## config.mk

```make
export PLATFORM = sky130hd
export DESIGN_NAME = vga_scan_controller_flat
export DESIGN_NICKNAME = d
export VERILOG_FILES = /design/src/rtl/vga_scan_controller_pkg.sv /design/src/rtl/vga_scan_controller_if.sv /design/src/rtl/vga_scan_controller_counter.sv /design/src/rtl/vga_scan_controller.sv /design/src/flat_wrapper.sv
export SDC_FILE = /design/constraint.sdc
export NUM_CORES = 1
export LEC_CHECK = 0
export CAP_MARGIN = 20
export CORE_MARGIN = 2
export CORE_UTILIZATION = 43
export DETAILED_ROUTE_END_ITERATION = 7
export GPL_ROUTABILITY_DRIVEN = 0
export PLACE_DENSITY_LB_ADDON = 0.25
export SYNTH_ARGS = -nofsm -noshare
export SYNTH_HDL_FRONTEND = slang
export SYNTH_SLANG_ARGS = --single-unit
```

## constraint.sdc

```tcl
create_clock -name Clk -period 1.95 [get_ports Clk]
set_input_delay 0.585 -clock Clk [delete_from_list [all_inputs] [get_ports Clk]]
set_output_delay 0.585 -clock Clk [all_outputs]
set_load 0.005 [all_outputs]
```

## src/rtl/vga_scan_controller_pkg.sv

```systemverilog
// ---------------------------------------------------------------------------
// vga_pkg
// Shared timing constants and types for the 640x480@60 Hz VGA raster
// generator. The default timing values live here. The top level re-exposes
// them as overridable parameters. Derived constants give the terminal counts
// and the inclusive sync windows.
// ---------------------------------------------------------------------------
package vga_pkg;

    localparam int H_VISIBLE = 640;
    localparam int H_FP      = 16;
    localparam int H_SYNC    = 96;
    localparam int H_BP      = 48;
    localparam int V_VISIBLE = 480;
    localparam int V_FP      = 10;
    localparam int V_SYNC    = 2;
    localparam int V_BP      = 33;

    localparam int H_TOTAL      = H_VISIBLE + H_FP + H_SYNC + H_BP;   // 800
    localparam int V_TOTAL      = V_VISIBLE + V_FP + V_SYNC + V_BP;   // 525
    localparam int H_SYNC_START = H_VISIBLE + H_FP;                   // 656
    localparam int H_SYNC_END   = H_SYNC_START + H_SYNC - 1;          // 751
    localparam int V_SYNC_START = V_VISIBLE + V_FP;                   // 490
    localparam int V_SYNC_END   = V_SYNC_START + V_SYNC - 1;          // 491

    typedef logic [9:0] coord_t;

    typedef struct packed {
        logic [7:0] r;
        logic [7:0] g;
        logic [7:0] b;
    } rgb_t;

    // Inclusive window test used for both sync decodes.
    function automatic logic in_window(coord_t c, coord_t lo, coord_t hi);
        return (c >= lo) && (c <= hi);
    endfunction

endpackage

```

## src/rtl/vga_scan_controller_if.sv

```systemverilog
// ---------------------------------------------------------------------------
// vga_scan_controller_if
// Bundles the scan coordinates, the returned pixel colour and the
// DAC-facing VGA pins.
//   master : the scan controller. It drives coordinates and VGA pins and
//            receives the colour.
//   slave  : the colour mapper / pin side. It receives coordinates and VGA
//            pins and drives the colour.
// ---------------------------------------------------------------------------
interface vga_scan_controller_if;
    import vga_pkg::*;

    coord_t     DrawX;
    coord_t     DrawY;
    logic [7:0] Red_in;
    logic [7:0] Green_in;
    logic [7:0] Blue_in;
    logic       VGA_CLK;
    logic       VGA_HS;
    logic       VGA_VS;
    logic       VGA_BLANK_N;
    logic       VGA_SYNC_N;
    logic [7:0] VGA_R;
    logic [7:0] VGA_G;
    logic [7:0] VGA_B;
    logic       frame_start;

    modport master (
        input  Red_in, Green_in, Blue_in,
        output DrawX, DrawY, VGA_CLK, VGA_HS, VGA_VS, VGA_BLANK_N,
               VGA_SYNC_N, VGA_R, VGA_G, VGA_B, frame_start
    );

    modport slave (
        output Red_in, Green_in, Blue_in,
        input  DrawX, DrawY, VGA_CLK, VGA_HS, VGA_VS, VGA_BLANK_N,
               VGA_SYNC_N, VGA_R, VGA_G, VGA_B, frame_start
    );

endinterface

```

## src/rtl/vga_scan_controller_counter.sv

```systemverilog
// ---------------------------------------------------------------------------
// vga_counter
// Terminal-count counter. It steps on en and returns to zero after MAX.
// Ports:
//   clk   in   clock
//   rst   in   synchronous active-high reset (count -> 0)
//   en    in   step enable
//   count out  current count (registered)
//   wrap  out  high in the cycle where an enabled step will wrap MAX -> 0.
//              It is combinational so that a cascaded counter can advance
//              on the same edge.
// ---------------------------------------------------------------------------
module vga_counter
    import vga_pkg::*;
#(
    parameter coord_t MAX = 10'd799
) (
    input  logic   clk,
    input  logic   rst,
    input  logic   en,
    output coord_t count,
    output logic   wrap
);

    coord_t count_r;
    logic   wrap_s;

    // Detect an enabled step at the terminal count.
    always_comb begin
        wrap_s = 1'b0;
        if (en && (count_r == MAX)) begin
            wrap_s = 1'b1;
        end else begin
            wrap_s = 1'b0;
        end
    end

    // Count register with explicit wrap, so it never overflows its width.
    always_ff @(posedge clk) begin
        if (rst) begin
            count_r <= 10'd0;
        end else if (en) begin
            if (wrap_s) begin
                count_r <= 10'd0;
            end else begin
                count_r <= count_r + 10'd1;
            end
        end
    end

    assign count = count_r;
    assign wrap  = wrap_s;

endmodule

```

## src/rtl/vga_scan_controller.sv

```systemverilog
// ---------------------------------------------------------------------------
// vga_scan_controller
// Generates VGA raster timing from a Clk that runs at twice the pixel rate.
// The raw counters are presented as DrawX/DrawY. The returned colour is
// registered together with sync and blank, so all DAC-facing outputs lag
// the coordinates by exactly one pixel and stay mutually aligned.
// Ports:
//   Clk    in   system clock (2x pixel clock)
//   Reset  in   synchronous active-high reset
//   vga    master modport of vga_scan_controller_if:
//          DrawX/DrawY out, Red_in/Green_in/Blue_in in,
//          VGA_CLK, VGA_HS, VGA_VS, VGA_BLANK_N, VGA_SYNC_N, VGA_R/G/B,
//          frame_start out
// ---------------------------------------------------------------------------
module vga_scan_controller #(
    parameter int H_VISIBLE = vga_pkg::H_VISIBLE,
    parameter int H_FP      = vga_pkg::H_FP,
    parameter int H_SYNC    = vga_pkg::H_SYNC,
    parameter int H_BP      = vga_pkg::H_BP,
    parameter int V_VISIBLE = vga_pkg::V_VISIBLE,
    parameter int V_FP      = vga_pkg::V_FP,
    parameter int V_SYNC    = vga_pkg::V_SYNC,
    parameter int V_BP      = vga_pkg::V_BP
) (
    input  logic                  Clk,
    input  logic                  Reset,
    vga_scan_controller_if.master vga
);
    import vga_pkg::*;

    localparam coord_t H_MAX_C   = coord_t'(H_VISIBLE + H_FP + H_SYNC + H_BP - 1);
    localparam coord_t V_MAX_C   = coord_t'(V_VISIBLE + V_FP + V_SYNC + V_BP - 1);
    localparam coord_t H_VIS_C   = coord_t'(H_VISIBLE);
    localparam coord_t V_VIS_C   = coord_t'(V_VISIBLE);
    localparam coord_t H_SS_C    = coord_t'(H_VISIBLE + H_FP);
    localparam coord_t H_SE_C    = coord_t'(H_VISIBLE + H_FP + H_SYNC - 1);
    localparam coord_t V_SS_C    = coord_t'(V_VISIBLE + V_FP);
    localparam coord_t V_SE_C    = coord_t'(V_VISIBLE + V_FP + V_SYNC - 1);

    logic   pix_phase_r;
    logic   pix_en_s;
    coord_t h_cnt_s;
    coord_t v_cnt_s;
    logic   h_wrap_s;
    logic   v_wrap_s;
    logic   hs_next_s;
    logic   vs_next_s;
    logic   vis_next_s;
    rgb_t   rgb_in_s;
    rgb_t   rgb_next_s;
    rgb_t   rgb_r;
    logic   hs_r;
    logic   vs_r;
    logic   blank_n_r;
    logic   frame_start_r;

    // The pixel enable is the high phase of the divided clock. The counters
    // and the output stage therefore step together on every other Clk edge.
    assign pix_en_s = pix_phase_r;

    // Divide Clk by two. The phase is reset too, so the raster restarts cleanly.
    always_ff @(posedge Clk) begin
        if (Reset) begin
            pix_phase_r <= 1'b0;
        end else begin
            pix_phase_r <= ~pix_phase_r;
        end
    end

    vga_counter #(.MAX(H_MAX_C)) u_h_counter (
        .clk   (Clk),
        .rst   (Reset),
        .en    (pix_en_s),
        .count (h_cnt_s),
        .wrap  (h_wrap_s)
    );

    // The vertical counter advances only when the line wraps. Its wrap
    // therefore marks the last pixel of the frame.
    vga_counter #(.MAX(V_MAX_C)) u_v_counter (
        .clk   (Clk),
        .rst   (Reset),
        .en    (h_wrap_s),
        .count (v_cnt_s),
        .wrap  (v_wrap_s)
    );

    assign rgb_in_s = {vga.Red_in, vga.Green_in, vga.Blue_in};

    // Decode sync windows and the visible region for the current counters.
    always_comb begin
        hs_next_s  = 1'b1;
        vs_next_s  = 1'b1;
        vis_next_s = 1'b0;
        rgb_next_s = 24'd0;
        if (in_window(h_cnt_s, H_SS_C, H_SE_C)) begin
            hs_next_s = 1'b0;
        end else begin
            hs_next_s = 1'b1;
        end
        if (in_window(v_cnt_s, V_SS_C, V_SE_C)) begin
            vs_next_s = 1'b0;
        end else begin
            vs_next_s = 1'b1;
        end
        vis_next_s = (h_cnt_s < H_VIS_C) && (v_cnt_s < V_VIS_C);
        if (vis_next_s) begin
            rgb_next_s = rgb_in_s;
        end else begin
            rgb_next_s = 24'd0;
        end
    end

    // Output stage. It captures the pixel that the counters leave on this edge.
    always_ff @(posedge Clk) begin
        if (Reset) begin
            hs_r      <= 1'b1;
            vs_r      <= 1'b1;
            blank_n_r <= 1'b0;
            rgb_r     <= 24'd0;
        end else if (pix_en_s) begin
            hs_r      <= hs_next_s;
            vs_r      <= vs_next_s;
            blank_n_r <= vis_next_s;
            rgb_r     <= rgb_next_s;
        end
    end

    // Frame pulse. It is high in the one cycle after the raster wraps to (0,0).
    always_ff @(posedge Clk) begin
        if (Reset) begin
            frame_start_r <= 1'b0;
        end else begin
            frame_start_r <= v_wrap_s;
        end
    end

    assign vga.DrawX       = h_cnt_s;
    assign vga.DrawY       = v_cnt_s;
    assign vga.VGA_CLK     = pix_phase_r;
    assign vga.VGA_HS      = hs_r;
    assign vga.VGA_VS      = vs_r;
    assign vga.VGA_BLANK_N = blank_n_r;
    assign vga.VGA_SYNC_N  = 1'b0;
    assign vga.VGA_R       = rgb_r.r;
    assign vga.VGA_G       = rgb_r.g;
    assign vga.VGA_B       = rgb_r.b;
    assign vga.frame_start = frame_start_r;

endmodule

```

## src/flat_wrapper.sv

```systemverilog
// flat-port wrapper written by rule: the top's interface ports become plain ports
module vga_scan_controller_flat import vga_pkg::*;
#(
    parameter int H_VISIBLE = vga_pkg::H_VISIBLE,
    parameter int H_FP      = vga_pkg::H_FP,
    parameter int H_SYNC    = vga_pkg::H_SYNC,
    parameter int H_BP      = vga_pkg::H_BP,
    parameter int V_VISIBLE = vga_pkg::V_VISIBLE,
    parameter int V_FP      = vga_pkg::V_FP,
    parameter int V_SYNC    = vga_pkg::V_SYNC,
    parameter int V_BP      = vga_pkg::V_BP
)
  (Clk, Reset, vga_Red_in, vga_Green_in, vga_Blue_in, vga_DrawX, vga_DrawY, vga_VGA_CLK, vga_VGA_HS, vga_VGA_VS, vga_VGA_BLANK_N, vga_VGA_SYNC_N, vga_VGA_R, vga_VGA_G, vga_VGA_B, vga_frame_start);
  vga_scan_controller_if vga_i ();
  input  logic Clk;
  input  logic Reset;
  input wire logic [$bits(vga_i.Red_in)-1:0] vga_Red_in;
  input wire logic [$bits(vga_i.Green_in)-1:0] vga_Green_in;
  input wire logic [$bits(vga_i.Blue_in)-1:0] vga_Blue_in;
  output wire logic [$bits(vga_i.DrawX)-1:0] vga_DrawX;
  output wire logic [$bits(vga_i.DrawY)-1:0] vga_DrawY;
  output wire logic [$bits(vga_i.VGA_CLK)-1:0] vga_VGA_CLK;
  output wire logic [$bits(vga_i.VGA_HS)-1:0] vga_VGA_HS;
  output wire logic [$bits(vga_i.VGA_VS)-1:0] vga_VGA_VS;
  output wire logic [$bits(vga_i.VGA_BLANK_N)-1:0] vga_VGA_BLANK_N;
  output wire logic [$bits(vga_i.VGA_SYNC_N)-1:0] vga_VGA_SYNC_N;
  output wire logic [$bits(vga_i.VGA_R)-1:0] vga_VGA_R;
  output wire logic [$bits(vga_i.VGA_G)-1:0] vga_VGA_G;
  output wire logic [$bits(vga_i.VGA_B)-1:0] vga_VGA_B;
  output wire logic [$bits(vga_i.frame_start)-1:0] vga_frame_start;
  assign vga_i.Red_in = vga_Red_in;
  assign vga_i.Green_in = vga_Green_in;
  assign vga_i.Blue_in = vga_Blue_in;
  assign vga_DrawX = vga_i.DrawX;
  assign vga_DrawY = vga_i.DrawY;
  assign vga_VGA_CLK = vga_i.VGA_CLK;
  assign vga_VGA_HS = vga_i.VGA_HS;
  assign vga_VGA_VS = vga_i.VGA_VS;
  assign vga_VGA_BLANK_N = vga_i.VGA_BLANK_N;
  assign vga_VGA_SYNC_N = vga_i.VGA_SYNC_N;
  assign vga_VGA_R = vga_i.VGA_R;
  assign vga_VGA_G = vga_i.VGA_G;
  assign vga_VGA_B = vga_i.VGA_B;
  assign vga_frame_start = vga_i.frame_start;
  vga_scan_controller #(.H_VISIBLE(H_VISIBLE), .H_FP(H_FP), .H_SYNC(H_SYNC), .H_BP(H_BP), .V_VISIBLE(V_VISIBLE), .V_FP(V_FP), .V_SYNC(V_SYNC), .V_BP(V_BP)) u_core (.Clk(Clk), .Reset(Reset), .vga(vga_i));
endmodule
```

==> reports/qor.csv <==
metric,value,unit
rsz0062_at_grt,no,
start_util,44.77,%
synth_ff_type,dfxtp_1,
startpoint,u_core.u_v_counter.count[5],
syn_inst,192,
synthDistinctLibCells,37,
wire_per_inst,14.45,um
setup_viol,0,
holdWs,0.4605,ns
synth_top_area_share,50.32,%
finalNonFillerCells,332,
cpPeakStageDelay,0.55,ns
status,completed,
crit_chain,clkdlybuf4s50_1,
synth_edf_count,0,
peakVddDrop,496.8,uV
fin_crit_sh,97.38,%
dp_hpwl,3421,um
fin_util,68.65,%
hold_depth,1,
diodes,0,
ys_warn_count,0,
die_x,71.33,um
synth_area_leaders,"dfxtp_1, a22o_1, ha_1, a21oi_1, nor2_1",
crit_fanout,8,
die-height,71.33,um
cp.arrival,1.31,ns
clk_latency,0.30,ns
final_nets,310,
clock_skew,0.006132,ns
synth_top_area_cell,dfxtp_1,
rr_worst_depth,4,
syn_avg_cell_area,10.15,um^2
hold_end,u_core.vga.VGA_BLANK_N,
antenna_found_initial,0,
area_delta_synth_final,53.34,%
rows,24,
core_area,4354,um^2
endpoint_kind,primary output,
htree_levels,2,
drv_cap,0,
min_path_type,register to register,
grtUsageTotal,19.59,%
root_buffer,clkbuf_8,
io_pins,76,
grt_max_degree,27,
cp_top_family,buffers and inverters,
drt_iter0_drc,84,
synthArstFlopShare,0,%
grt_pass1_vias,1713,
min_from,u_core.vga.VGA_BLANK_N,
reg2reg_slack,0.21,ns
cp_slowest_cell,clkdlybuf4s50_1,
place_ws,0.009609,ns
leakagePower,1.118,nW
numCtsBuffers,5,
cts_tree,done,
drtPass1Iterations,4,
drive_gt1_share,11.43,%
fmax,526.6,MHz
placed_cells,323,
critPathKind,register to primary output,
synthTopCellsByCount,"dfxtp_1, a22o_1, nor2_1",
powerDensity,674.5,nW/um^2
r2r-start,u_core.u_h_counter.count[6],
setup_slack,0.05113,ns
dieArea,5088,um^2
netlist_area,1949,um^2
r2r-end,u_core.u_v_counter.count[6],
synth.most_common_cell,dfxtp_1,
io_buffers,74,
clockBufferDepth,2,
ys_seq_area_share,50.32,%
viasPerCell,5.367,
finalWirelength,4797,um
grt_first_pass_wirelength,7941,um
startpoint_type,register,
hold_buffers,0,
hold_viol_final,0,
synth-seq-cells,49,
cts.sinks,49,
clk_pin_slew_worst_paths,0.09,ns
fin_crit,1.899,ns
drtAntennaViolNets,0,
critPathBufInv,1,
synth_fp_nets,223,
finalMaxSlewViolations,0,
vias,1782,
grt_overflow,0,
fin_setup_tns,0,ns
drc,0,
cp.required,1.36,ns
==> worst max-delay path by stage <==
| stage | endpoint | slack (ns) | cells past startpoint |
|---|---|---|---|
| 2_1_floorplan | u_core.vga.VGA_B[0] | 0.22 | 4 |
| 3_3_place_gp | u_core.vga.VGA_R[5] | 0.05 | 5 |
| 3_5_place_dp | u_core.vga.VGA_G[7] | 0.01 | 5 |
| 4_1_cts | vga_DrawX[5] | 0.008 | 1 |
| 5_1_grt | vga_DrawY[5] | 0.003 | 1 |
| 6_report | vga_DrawY[5] | 0.05 | 1 |
==> power breakdown <==
part | internal (mW) | switching (mW) | leakage (nW)
Clock | 0.418 | 0.317 | 0.0585
Combinational | 0.148 | 0.0762 | 0.659
Sequential | 1.04 | 0.0201 | 0.401
Total | 1.60 | 0.414 | 1.12
==> cell usage in the layout, fill, tap and decap left out, types with 8 or more instances in the layout <==
master | netlist | layout
a21oi_1 | 11 | 11
clkdlybuf4s50_1 | 0 | 74
nand2_1 | 8 | 8
nand3_1 | 8 | 8
a22o_1 | 24 | 24
nor2_1 | 12 | 12
dfxtp_1 | 49 | 45
buf_4 | 1 | 13
==> layer usage <==
layer,part of all wire [%],global-route usage [%],vias to the layer above,wire (um)
met3,10,8.017,7,486
met5,0,0,-,0
met2,47,30.66,70,2242
met4,1.2,6.289,0,58
li1,-,-,877,-
met1,42,24.69,828,2010
==> per-stage QoR <==
step,total power [mW],cell area [um^2]
4_1_cts,2.030,2973
2_1_floorplan,1.145,1949
6_report,2.016,2989
3_5_place_dp,1.301,2853
3_3_place_gp,1.298,2853
5_1_grt,2.090,2989
==> kinds of logic after synthesis <==
logic type,synth area share (%)
AND/OR/NAND/NOR,20.09
AO/OA/AOI/OAI,18.49
flip-flops,50.32
buffers and inverters,3.659
XOR/XNOR,4.043
adder cells (fa/ha/maj),3.209
other,0.1924
==> area by class of cell <==
class / count / area [um^2]
Multi-Input combinational cell: 127 / 909.6
Fill cell: 341 / 1365
Clock inverter: 1 / 30.03
Inverter: 6 / 22.52
Tap cell: 52 / 65.06
Clock buffer: 7 / 86.33
Sequential cell: 49 / 985.9
Timing Repair Buffer: 90 / 889.6
==> sequential cells by signal (all words and copies together), names as in the netlist, 8 cells and up <==
| register | count |
|---|---|
| u_core.vga.VGA_B | 8 |
| u_core.u_v_counter.count | 10 |
| u_core.vga.VGA_R | 8 |
| u_core.vga.VGA_G | 8 |
| u_core.u_h_counter.count | 10 |
==> repair_timing <==
action | 4_1_cts | 5_1_grt
setup endpoints to repair | 1 | 13
gates resized for setup | 1 | 5
setup buffers | 0 | 1
cloned | 0 | 0
(Power assumes the default switching activity.)
